$ cat src/rtl/hazard_ctrl_if.sv
// ---------------------------------------------------------------------------
// hazard_ctrl_if
// Purpose : groups the ID/EX/WB-side signals that the hazard controller
//           observes and the stall/flush controls it produces.
// Modports:
//   master - pipeline side: drives the ID/EX/WB inputs and reads the controls.
//   slave  - hazard_ctrl side: reads the pipeline inputs and drives the controls.
// Signals :
//   id_valid, id_rs, id_rt, id_uses_rt, id_wr_en, id_wr_addr, id_mem_to_reg,
//   ex_redirect, wb_wr_en, wb_wr_addr                          (pipeline -> ctrl)
//   stall_if, stall_id, flush_id, flush_ex, busy_regs,
//   stall_timeout, state                                        (ctrl -> pipeline)
// Handshake: there is no valid/ready pairing here.  Every input is sampled on
//   every rising clk edge.  id_valid qualifies the ID fields, and wb_wr_en
//   qualifies wb_wr_addr.  Control outputs are valid in the same cycle they
//   are produced.
// ---------------------------------------------------------------------------
interface hazard_ctrl_if #(
    parameter int NUM_REGS = 32,
    parameter int ADDR_W   = 5
);
    logic              id_valid;
    logic [ADDR_W-1:0] id_rs;
    logic [ADDR_W-1:0] id_rt;
    logic              id_uses_rt;
    logic              id_wr_en;
    logic [ADDR_W-1:0] id_wr_addr;
    logic              id_mem_to_reg;
    logic              ex_redirect;
    logic              wb_wr_en;
    logic [ADDR_W-1:0] wb_wr_addr;

    logic                stall_if;
    logic                stall_id;
    logic                flush_id;
    logic                flush_ex;
    logic [NUM_REGS-1:0] busy_regs;
    logic                stall_timeout;
    logic [1:0]          state;

    modport master (
        output id_valid, id_rs, id_rt, id_uses_rt, id_wr_en, id_wr_addr,
               id_mem_to_reg, ex_redirect, wb_wr_en, wb_wr_addr,
        input  stall_if, stall_id, flush_id, flush_ex, busy_regs,
               stall_timeout, state
    );

    modport slave (
        input  id_valid, id_rs, id_rt, id_uses_rt, id_wr_en, id_wr_addr,
               id_mem_to_reg, ex_redirect, wb_wr_en, wb_wr_addr,
        output stall_if, stall_id, flush_id, flush_ex, busy_regs,
               stall_timeout, state
    );
endinterface

$ cat src/rtl/hazard_ctrl.sv
// ---------------------------------------------------------------------------
// hazard_ctrl
// Purpose : pipeline hazard controller that sits beside the ID stage of a
//           5-stage MIPS core.  It keeps a per-register scoreboard of
//           in-flight writers and stalls IF/ID on RAW hazards.  While stalled
//           it injects a bubble into ID/EX.  When EX resolves a taken branch
//           or jump it squashes the wrong-path IF/ID instruction.
// Ports   :
//   clk   - rising-edge clock
//   reset - asynchronous, active-low reset
//   hz    - hazard_ctrl_if.slave, which carries the ID/EX/WB inputs and the
//           stall_if/stall_id/flush_id/flush_ex/busy_regs/stall_timeout/state
//           outputs
// Config  : define HAZARD_FWD_EN when full EX/MEM/WB forwarding exists.  In
//           that build only a load-use pair stalls, for exactly one cycle.
//           Without it, any pending writer of a source register stalls ID.
// State   : 00 RUN, 01 STALL, 10 FLUSH.  The state is visible on hz.state.
// ---------------------------------------------------------------------------
module hazard_ctrl #(
    parameter int NUM_REGS     = 32,
    parameter int ADDR_W       = 5,
    parameter int FLUSH_CYCLES = 1,
    parameter int MAX_STALL    = 15
) (
    input logic          clk,
    input logic          reset,
    hazard_ctrl_if.slave hz
);
    typedef enum logic [1:0] {
        ST_RUN   = 2'b00,
        ST_STALL = 2'b01,
        ST_FLUSH = 2'b10
    } state_e;

    localparam logic [NUM_REGS-1:0] ONE_HOT0 = NUM_REGS'(1);

    state_e              state_q, state_d;
    logic [1:0]          cnt_q [NUM_REGS];
    logic [1:0]          cnt_d [NUM_REGS];
    logic [3:0]          flush_cnt_q, flush_cnt_d;
    logic [7:0]          stall_cnt_q, stall_cnt_d;
    logic                timeout_q, timeout_d;
    logic [NUM_REGS-1:0] busy;
    logic [NUM_REGS-1:0] inc_vec, dec_vec;
    logic                hazard, issue, wb_dec;
    logic                stall_o, flush_id_o, flush_ex_o;

    // ---------------- scoreboard ----------------
    always_comb begin
        for (int i = 0; i < NUM_REGS; i++) begin
            busy[i] = (cnt_q[i] != 2'd0);
        end
    end

    // A squashed or stalled ID instruction never reaches EX, so it must not
    // be counted as a writer.
    assign issue   = hz.id_valid & ~stall_o & ~flush_id_o & hz.id_wr_en & (hz.id_wr_addr != '0);
    assign wb_dec  = hz.wb_wr_en & (hz.wb_wr_addr != '0);
    assign inc_vec = issue  ? (ONE_HOT0 << hz.id_wr_addr) : '0;
    assign dec_vec = wb_dec ? (ONE_HOT0 << hz.wb_wr_addr) : '0;

    always_comb begin
        for (int i = 0; i < NUM_REGS; i++) begin
            cnt_d[i] = cnt_q[i];
            case ({inc_vec[i], dec_vec[i]})
                2'b10:   if (cnt_q[i] != 2'd3) cnt_d[i] = cnt_q[i] + 2'd1;
                2'b01:   if (cnt_q[i] != 2'd0) cnt_d[i] = cnt_q[i] - 2'd1;
                default: cnt_d[i] = cnt_q[i];   // idle, or issue and WB cancel out
            endcase
        end
    end

    // ---------------- hazard detection ----------------
`ifdef HAZARD_FWD_EN
    // Forwarding covers every case except a load whose data arrives one
    // cycle too late for the instruction directly behind it.
    logic              ld_pending_q;
    logic [ADDR_W-1:0] ld_addr_q;

    always_ff @(posedge clk or negedge reset) begin
        if (!reset) begin
            ld_pending_q <= 1'b0;
            ld_addr_q    <= '0;
        end else begin
            ld_pending_q <= issue & hz.id_mem_to_reg;
            ld_addr_q    <= hz.id_wr_addr;
        end
    end

    assign hazard = hz.id_valid & ld_pending_q &
                    (((hz.id_rs != '0) & (hz.id_rs == ld_addr_q)) |
                     (hz.id_uses_rt & (hz.id_rt != '0) & (hz.id_rt == ld_addr_q)));
`else
    logic unused_mem_to_reg;
    assign unused_mem_to_reg = hz.id_mem_to_reg;

    assign hazard = hz.id_valid &
                    (((hz.id_rs != '0) & busy[hz.id_rs]) |
                     (hz.id_uses_rt & (hz.id_rt != '0) & busy[hz.id_rt]));
`endif

    // ---------------- FSM: state register ----------------
    always_ff @(posedge clk or negedge reset) begin
        if (!reset) begin
            state_q     <= ST_RUN;
            flush_cnt_q <= '0;
            stall_cnt_q <= '0;
            timeout_q   <= 1'b0;
            for (int i = 0; i < NUM_REGS; i++) cnt_q[i] <= 2'd0;
        end else begin
            state_q     <= state_d;
            flush_cnt_q <= flush_cnt_d;
            stall_cnt_q <= stall_cnt_d;
            timeout_q   <= timeout_d;
            for (int i = 0; i < NUM_REGS; i++) cnt_q[i] <= cnt_d[i];
        end
    end

    // ---------------- FSM: next state ----------------
    always_comb begin
        state_d     = state_q;
        flush_cnt_d = flush_cnt_q;
        case (state_q)
            ST_FLUSH: begin
                if (hz.ex_redirect) begin
                    flush_cnt_d = 4'(FLUSH_CYCLES);
                end else if (flush_cnt_q <= 4'd1) begin
                    state_d     = ST_RUN;
                    flush_cnt_d = 4'd0;
                end else begin
                    flush_cnt_d = flush_cnt_q - 4'd1;
                end
            end
            default: begin   // RUN and STALL behave the same way
                if (hz.ex_redirect) begin
                    state_d     = (FLUSH_CYCLES > 0) ? ST_FLUSH : ST_RUN;
                    flush_cnt_d = 4'(FLUSH_CYCLES);
                end else if (hazard) begin
                    state_d = ST_STALL;
                end else begin
                    state_d = ST_RUN;
                end
            end
        endcase

        stall_cnt_d = stall_o ? ((stall_cnt_q == 8'hFF) ? stall_cnt_q : stall_cnt_q + 8'd1) : 8'd0;
        timeout_d   = timeout_q | (stall_cnt_d >= 8'(MAX_STALL));
    end

    // ---------------- FSM: outputs ----------------
    // Held at 0 while reset is asserted, even if ex_redirect is high.
    always_comb begin
        stall_o    = 1'b0;
        flush_id_o = 1'b0;
        flush_ex_o = 1'b0;
        if (reset) begin
            case (state_q)
                ST_FLUSH: begin
                    flush_id_o = 1'b1;
                    flush_ex_o = hz.ex_redirect;
                end
                default: begin
                    if (hz.ex_redirect) begin
                        flush_id_o = 1'b1;
                        flush_ex_o = 1'b1;
                    end else if (hazard) begin
                        stall_o    = 1'b1;
                        flush_ex_o = 1'b1;
                    end
                end
            endcase
        end
    end

    assign hz.stall_if      = stall_o;
    assign hz.stall_id      = stall_o;
    assign hz.flush_id      = flush_id_o;
    assign hz.flush_ex      = flush_ex_o;
    assign hz.busy_regs     = busy;
    assign hz.stall_timeout = timeout_q;
    assign hz.state         = state_q;
endmodule

$ cat src/flat_wrapper.sv
// flat-port wrapper written by rule: the top's interface ports become plain ports
module hazard_ctrl_flat 
#(
    parameter int NUM_REGS     = 32,
    parameter int ADDR_W       = 5,
    parameter int FLUSH_CYCLES = 1,
    parameter int MAX_STALL    = 15
)
  (clk, reset, hz_id_valid, hz_id_rs, hz_id_rt, hz_id_uses_rt, hz_id_wr_en, hz_id_wr_addr, hz_id_mem_to_reg, hz_ex_redirect, hz_wb_wr_en, hz_wb_wr_addr, hz_stall_if, hz_stall_id, hz_flush_id, hz_flush_ex, hz_busy_regs, hz_stall_timeout, hz_state);
  hazard_ctrl_if #(.NUM_REGS(NUM_REGS), .ADDR_W(ADDR_W)) hz_i ();
  input logic clk;
  input logic reset;
  input wire logic [$bits(hz_i.id_valid)-1:0] hz_id_valid;
  input wire logic [$bits(hz_i.id_rs)-1:0] hz_id_rs;
  input wire logic [$bits(hz_i.id_rt)-1:0] hz_id_rt;
  input wire logic [$bits(hz_i.id_uses_rt)-1:0] hz_id_uses_rt;
  input wire logic [$bits(hz_i.id_wr_en)-1:0] hz_id_wr_en;
  input wire logic [$bits(hz_i.id_wr_addr)-1:0] hz_id_wr_addr;
  input wire logic [$bits(hz_i.id_mem_to_reg)-1:0] hz_id_mem_to_reg;
  input wire logic [$bits(hz_i.ex_redirect)-1:0] hz_ex_redirect;
  input wire logic [$bits(hz_i.wb_wr_en)-1:0] hz_wb_wr_en;
  input wire logic [$bits(hz_i.wb_wr_addr)-1:0] hz_wb_wr_addr;
  output wire logic [$bits(hz_i.stall_if)-1:0] hz_stall_if;
  output wire logic [$bits(hz_i.stall_id)-1:0] hz_stall_id;
  output wire logic [$bits(hz_i.flush_id)-1:0] hz_flush_id;
  output wire logic [$bits(hz_i.flush_ex)-1:0] hz_flush_ex;
  output wire logic [$bits(hz_i.busy_regs)-1:0] hz_busy_regs;
  output wire logic [$bits(hz_i.stall_timeout)-1:0] hz_stall_timeout;
  output wire logic [$bits(hz_i.state)-1:0] hz_state;
  assign hz_i.id_valid = hz_id_valid;
  assign hz_i.id_rs = hz_id_rs;
  assign hz_i.id_rt = hz_id_rt;
  assign hz_i.id_uses_rt = hz_id_uses_rt;
  assign hz_i.id_wr_en = hz_id_wr_en;
  assign hz_i.id_wr_addr = hz_id_wr_addr;
  assign hz_i.id_mem_to_reg = hz_id_mem_to_reg;
  assign hz_i.ex_redirect = hz_ex_redirect;
  assign hz_i.wb_wr_en = hz_wb_wr_en;
  assign hz_i.wb_wr_addr = hz_wb_wr_addr;
  assign hz_stall_if = hz_i.stall_if;
  assign hz_stall_id = hz_i.stall_id;
  assign hz_flush_id = hz_i.flush_id;
  assign hz_flush_ex = hz_i.flush_ex;
  assign hz_busy_regs = hz_i.busy_regs;
  assign hz_stall_timeout = hz_i.stall_timeout;
  assign hz_state = hz_i.state;
  hazard_ctrl #(.NUM_REGS(NUM_REGS), .ADDR_W(ADDR_W), .FLUSH_CYCLES(FLUSH_CYCLES), .MAX_STALL(MAX_STALL)) u_core (.clk(clk), .reset(reset), .hz(hz_i));
endmodule
$ cat config.mk
export PLATFORM = sky130hd
export DESIGN_NAME = hazard_ctrl_flat
export DESIGN_NICKNAME = d
export VERILOG_FILES = /design/src/rtl/hazard_ctrl_if.sv /design/src/rtl/hazard_ctrl.sv /design/src/flat_wrapper.sv
export SDC_FILE = /design/constraint.sdc
export NUM_CORES = 1
export LEC_CHECK = 0
export CAP_MARGIN = 20
export CORE_MARGIN = 2
export CORE_UTILIZATION = 44
export DETAILED_ROUTE_END_ITERATION = 6
export GPL_TIMING_DRIVEN = 0
export PLACE_DENSITY = 0.62
export SYNTH_ARGS = -nofsm -noshare
export SYNTH_HDL_FRONTEND = slang
export SYNTH_SLANG_ARGS = --single-unit
$ cat constraint.sdc
create_clock -name clk -period 10.7 [get_ports clk]
set_input_delay 3.21 -clock clk [delete_from_list [all_inputs] [get_ports clk]]
set_output_delay 3.21 -clock clk [all_outputs]
set_load 0.02 [all_outputs]
==> flow_summary.json <==
{
  "synth.area.top_cells": "dfrtp_1 30%, ha_1 12%, nor2_1 6.1%, nand2_1 5.4%, inv_1 3.8%",
  "tightest_slew_ns": 0.863,
  "worstPathArrival_ns": 6.68,
  "grt_setup_unrepaired": "false",
  "drive_gt1_frac": 0.0731,
  "fp.dieH_um": 127,
  "vias": 6292,
  "cts_max_level": 3,
  "drtIter0Drc": 518,
  "multi_input_area_mm2": 0.00433,
  "cts-root-buf": "clkbuf_16",
  "cp_cell_sequence": "clkdlybuf4s50_1 -> buf_2 -> nor3_1 -> o31ai_1 -> o22ai_1 -> a2111oi_0 -> a41oi_2 -> a21bo_4 -> buf_6 -> inv_2 -> buf_4 -> clkdlybuf4s50_1",
  "drt_pass1_iterations": 5,
  "slew_headroom": 0.423,
  "clockBufferDepth": 2,
  "crit_path_start_kind": "input port",
  "p_leak_nw": 3.42,
  "grt_first_pass_wirelength_um": 29700,
  "netlist_instances": 838,
  "holdWs_ns": 0.459,
  "slowest_stage": "a2111oi_0",
  "die-area_mm2": 0.0161,
  "cp_top_family": "buffers and inverters",
  "synthArstFlopShare": 1.00,
  "fin_worst_skew_ns": 0.00887,
  "hold_violations": 0,
  "clock_sinks": 79,
  "gp_congestion": 0.912,
  "drt-total-wl_um": 18600,
  "crit_path_max_incr_delay_ns": 0.63,
  "insertion_delay_ns": 0.36,
  "yosysUniqueCellTypes": 70,
  "dp_hpwl_um": 14600,
  "wl_met3_um": 821,
  "fin_crit_ns": 9.89,
  "cp_max_fo": 10,
  "grt_usage": 0.236,
  "top_layer_used": "met4",
  "fmax_mhz": 101,
  "diodes": 0,
  "grt_remaining_overflow": 0,
  "synth.avg_cell_area_um2": 7.91,
  "ctsHoldBuffers": 0,
  "row_count": 44,
  "hp-class": "reg2reg",
  "die_x_um": 127,
  "syn_area_mm2": 0.00663,
  "cts_setup_buffers": 0,
  "fin_crit_sh": 0.924,
  "maxSlewViolCount": 0,
  "setup_tns_ns": 0,
  "port_buffers": 60,
  "grt_max_degree": 62,
  "status": "finished, final reports clean",
  "pwr_density_cell_mw_per_mm2": 154,
  "final_cell_mix": "108 x nor2_1, 96 x nand2_1, 79 x dfrtp_1, 67 x inv_1, 61 x ha_1",
  "drc": 0,
  "synth_warnings": 0,
  "crit_path_end_kind": "output port",
  "maxCapViolCount": 0,
  "antenna_left": 0,
  "vias_per_cell": 5.71,
  "cts_tree": "yes",
  "synth_ff_type": "dfrtp_1",
  "cts_inserted_buffers": 9,
  "required_ns": 7.49,
  "cpMostUsedCell": "clkdlybuf4s50_1",
  "fill_cells": 1386,
  "fin_cells": 1101,
  "core_area_mm2": 0.0146,
  "initial_core_util": 0.453,
  "seq_area_mm2": 0.00198,
  "clk_pin_slew_ns": 0.06,
  "final_area_mm2": 0.00776,
  "fin_util": 0.530,
  "setup_violations": 0,
  "syn_to_final_growth_pct": 17.1,
  "synth_edf_count": 0,
  "ir_drop_mv": 0.0758,
  "routedLengthMet1_um": 8290,
  "setup.worst_path.class": "in2out",
  "wire_per_inst_um": 16.9,
  "post_cts_resized": 0,
  "synth_area_leader_cell": "dfrtp_1",
  "placed_cells": 1085,
  "antenna_found_initial": 0,
  "crit_buf_inv": 6,
  "synth_seq_cells": 79,
  "fin_nets": 1001,
  "dpl_cell_area_mm2": 0.00749,
  "wl_met2_um": 9070,
  "grt_pass1_vias": 6016,
  "synth_top_area_frac": 0.298,
  "mostFrequentLayoutCell": "nor2_1",
  "pin_count": 67,
  "yosysSeqAreaShare": 0.298
}
-- Yosys cell counts, types with 3 or more instances --
cell type	number
nor3_1	34
mux2i_1	7
nand3_1	38
clkbuf_1	8
mux4_2	8
nand2_1	96
a211oi_1	5
o21ai_1	3
nor2_2	4
and3_1	6
and2_1	6
dfrtp_1	79
inv_2	4
buf_2	3
or2_1	17
nand2b_1	25
a21o_1	15
a221o_1	7
a21oi_1	47
nand3b_1	3
xor2_1	5
nor2_1	108
nor3b_1	3
nor2b_1	28
nor3_2	4
nand4_1	3
o22ai_1	19
o21ai_0	50
inv_1	67
ha_1	61
o31ai_1	15
or2_2	13
-- flip-flops by register name, summed over array words and instances, names as in the netlist --
name / flops
u_core.hz.state: 2
u_core.cnt_q: 64
u_core.hz.stall_timeout: 1
u_core.stall_cnt_q: 8
u_core.flush_cnt_q: 4
-- kinds of logic after synthesis --
group / share of synthesized area
buf+inv: 0.0498
compound gates: 0.178
flops: 0.298
xor+xnor: 0.00793
mux: 0.0491
simple gates: 0.300
other cells: 0.00113
fa+ha+maj: 0.115
-- power breakdown --
part,leakage [nW],internal [mW],switching [mW]
logic,2.27,0.216,0.252
clock network,0.118,0.157,0.136
registers,1.04,0.357,0.0800
total,3.42,0.731,0.468
-- final timing paths --
path	startpoint	endpoint	slack, ns	cells after the start
setup / recovery	hz_id_rt[0]	hz_stall_if	0.81	12
hold / removal	u_core.hz.stall_timeout	u_core.hz.stall_timeout	0.46	1
setup reg to reg	u_core.cnt_q[9]	u_core.cnt_q[1]	6.91	15
hold reg to reg	u_core.hz.stall_timeout	u_core.hz.stall_timeout	0.46	1
max in group asynchronous	reset	u_core.cnt_q[2]	7.30	2
min in group asynchronous	reset	u_core.cnt_q[52]	2.75	1
-- stage by stage --
stage               worst slack (ns)  power [mW]
finish                         0.813        1.20
global route                   0.725        1.26
CTS                            0.863        1.20
detailed placement             0.866       0.906
global placement              -0.788       0.886
floorplan                       2.31       0.701
-- layout make-up --
type	instances	share of cell area
plain buffers	13	0.00822
clock buffers	11	0.0300
clock inverters	5	0.00451
inverters	71	0.0343
multi-input cells	677	0.558
flip-flops and latches	79	0.255
well taps	184	0.0297
repair buffers	61	0.0806
-- routing by layer --
metal | up-vias | global-route usage
met5 | - | 0
met4 | 0 | 0.0905
met3 | 29 | 0.0287
met2 | 158 | 0.407
met1 | 3034 | 0.303
li1 | 3071 | -
Note: power is estimated with default switching activity, not from simulation.
==> patch, RTL diff (same settings) <==
`NUM_REGS` is set to 32 in 3 places; all go to 64.
--- a/src/rtl/hazard_ctrl_if.sv
+++ b/src/rtl/hazard_ctrl_if.sv
@@ -18,3 +18,3 @@
 interface hazard_ctrl_if #(
-    parameter int NUM_REGS = 32,
+    parameter int NUM_REGS = 64,
     parameter int ADDR_W   = 5
--- a/src/rtl/hazard_ctrl.sv
+++ b/src/rtl/hazard_ctrl.sv
@@ -19,3 +19,3 @@
 module hazard_ctrl #(
-    parameter int NUM_REGS     = 32,
+    parameter int NUM_REGS     = 64,
     parameter int ADDR_W       = 5,
--- a/src/flat_wrapper.sv
+++ b/src/flat_wrapper.sv
@@ -3,3 +3,3 @@
 #(
-    parameter int NUM_REGS     = 32,
+    parameter int NUM_REGS     = 64,
     parameter int ADDR_W       = 5,
Interface: changed (resized hz_busy_regs); port bits go from 67 to 99. The function was not compared with the original's and may differ.
==> patch against the unedited design <==
Sequential power down 3%. Largest cell class unchanged. Setup slack worse by 0.24 ns. Utilization up 1.3 points. Highest routed layer unchanged. Area after synthesis rose by 4.7%. Sequential cell count is the same. First-iteration DRC count fell by 2.3%. Power is 1.0% lower. Wire length rose by 3.0%. Final area is 7.2% higher. Largest power group is now sequential cells.
==> patch: results (changes against the unedited design) <==
| Metric | Value |
|---|---|
| Worst-Skew Late Latency | 0.35 ns |
| Detail Route met3 WL | 1320 um (was 821 um) |
| VDD IR-drop max | 0.0818 mV (was 0.0758 mV) |
| Setup repair bufs after CTS | 0 (unchanged) |
| Adder-cell area share of the yosys netlist | 0.0992 (was 0.115) |
| Avg WL per Cell | 15.8 um (was 16.9 um) |
| Grt met1 use | 0.322 (was 0.303) |
| Total track usage | 0.235 (was 0.236) |
| Synth Area in XOR/XNOR | 0.00505 (was 0.00793) |
| Mean Syn Cell Area | 7.80 um2 (was 7.91 um2) |
| Largest net degree at the start of global routing | 55 (was 62) |
| Pleak | 3.82 nW (was 3.42 nW) |
| Via count | 6572 (was 6292) |
| Layout Nets | 1079 (was 1001) |
| Inst Count DP | 1196 (was 1085) |
| Met2 wire length | 8600 um (was 9070 um) |
| Layout cells sized above 1 | 0.108 (was 0.0731) |
| Met2 usage | 0.368 (was 0.407) |
| Root Driver | clkbuf_16 (unchanged) |
| Synth warn | 0 (unchanged) |
| Overflow after GRT | 0 (unchanged) |
| Hold Path Class | reg2reg (unchanged) |
| M1 WL | 8690 um (was 8290 um) |
| Met3 usage | 0.0471 (was 0.0287) |
| Pre-Repair DR Iteration Count | 5 (unchanged) |
| P_comb | 0.400 mW (was 0.468 mW) |
| DR iter-0 viols | 506 (was 518) |
| Clk_skew | 0.00780 ns (was 0.00887 ns) |
| Register share of total power | 0.357 (was 0.365) |
| Synth top cells by count | nor2_1, dfrtp_1, inv_1 (was nor2_1, nand2_1, dfrtp_1) |
| Net switching power | 0.425 mW (was 0.468 mW) |
| Number of global-route vias before repair | 6032 (was 6016) |
| Slew @ Worst Pin | 0.893 ns (was 0.863 ns) |
| Arr. time, crit path | 6.91 ns (was 6.68 ns) |
| Htree depth | 3 (unchanged) |
| Compound-Gate Fraction of Synth Area | 0.186 (was 0.178) |
| Global-route wire length before repair | 30600 um (was 29700 um) |
| Part of the Yosys area used for sequential elements | 0.285 (was 0.298) |
| Synth unique cells | 72 (was 70) |
| Post-Route WL | 19200 um (was 18600 um) |
| Max stage delay cell, worst path | clkdlybuf4s50_1 (was a2111oi_0) |
| Multiplexer share of the synthesized area | 0.0352 (was 0.0491) |
| Main area contributors after synthesis | dfrtp_1, ha_1, nor2_1 (unchanged) |
| CTS clk-pin slew, worst paths | 0.06 ns (about the same) |
| CTS Buffer Depth | 2 (unchanged) |
| GP Congestion | 0.914 (was 0.912) |
| HPWL after DPL | 15000 um (was 14600 um) |
| Max FO, Critical Path | 10 (unchanged) |
| Worst slack at placement | 0.651 ns (was 0.866 ns) |
| Worst Reg-to-Reg Cells | 13 (was 15) |
| # diodes | 0 (unchanged) |
| CP max stage delay | 0.56 ns (was 0.63 ns) |
| PortBufs | 63 (was 60) |
| Status | complete, no violations (unchanged) |
==> patch: cell count changes in the layout (fill, tap and decap cells not counted), sizes merged, moves of 9 or more <==
cell	change
nand2	-25
inv	+11
conb	+28
nor2	-11
nor4b	+11
buf	+36
nor2b	-9
==> patch: cells by family after synthesis <==
family	count (synthesis)
AND/OR/NAND/NOR	398
AO/OA/AOI/OAI	201
buffers and inverters	135
flip-flops	79
adder cells (fa/ha/maj)	55
multiplexers	17
XOR/XNOR	4
other	1
==> patch: cell type report <==
| type | instances | area [um2] |
|---|---|---|
| Clock inverter | 7 | 120 |
| Timing Repair Buffer | 64 | 656 |
| Inverter | 81 | 304 |
| Multi-Input combinational cell | 707 | 4440 |
| Sequential cell | 79 | 1980 |
| Fill cell | 1507 | 6990 |
| Buffer | 54 | 335 |
| Tap cell | 211 | 264 |
| Clock buffer | 9 | 225 |
==> patch: worst paths after layout <==
kind                                        start           endpoint  slack, ns
worst max register to register   u_core.cnt_q[96]  u_core.cnt_q[115]       6.74
max in group asynchronous                   reset   u_core.cnt_q[71]       7.27
worst min register to register  u_core.cnt_q[127]  u_core.cnt_q[127]       0.45
min in group asynchronous                   reset   u_core.cnt_q[97]       2.80
worst max-delay path                  hz_id_rs[2]        hz_stall_if       0.58
worst min-delay path            u_core.cnt_q[127]  u_core.cnt_q[127]       0.45
==> patch: through the flow <==
stage	total power [mW]	setup TNS (ns)	area, um2
2_1_floorplan	0.655	0	7060
5_1_grt	1.25	0	8320
3_3_place_gp	0.819	-2.82	7950
4_1_cts	1.19	0	8320
6_report	1.19	0	8320
3_5_place_dp	0.824	0	7980
==> patch: critical path, delay by kind of cell <==
family / cells / cell delay, ns
and+or+nand+nor: 4 / 0.82
AOI/OAI and AO/OA: 3 / 1.15
buffers and inverters: 5 / 1.73
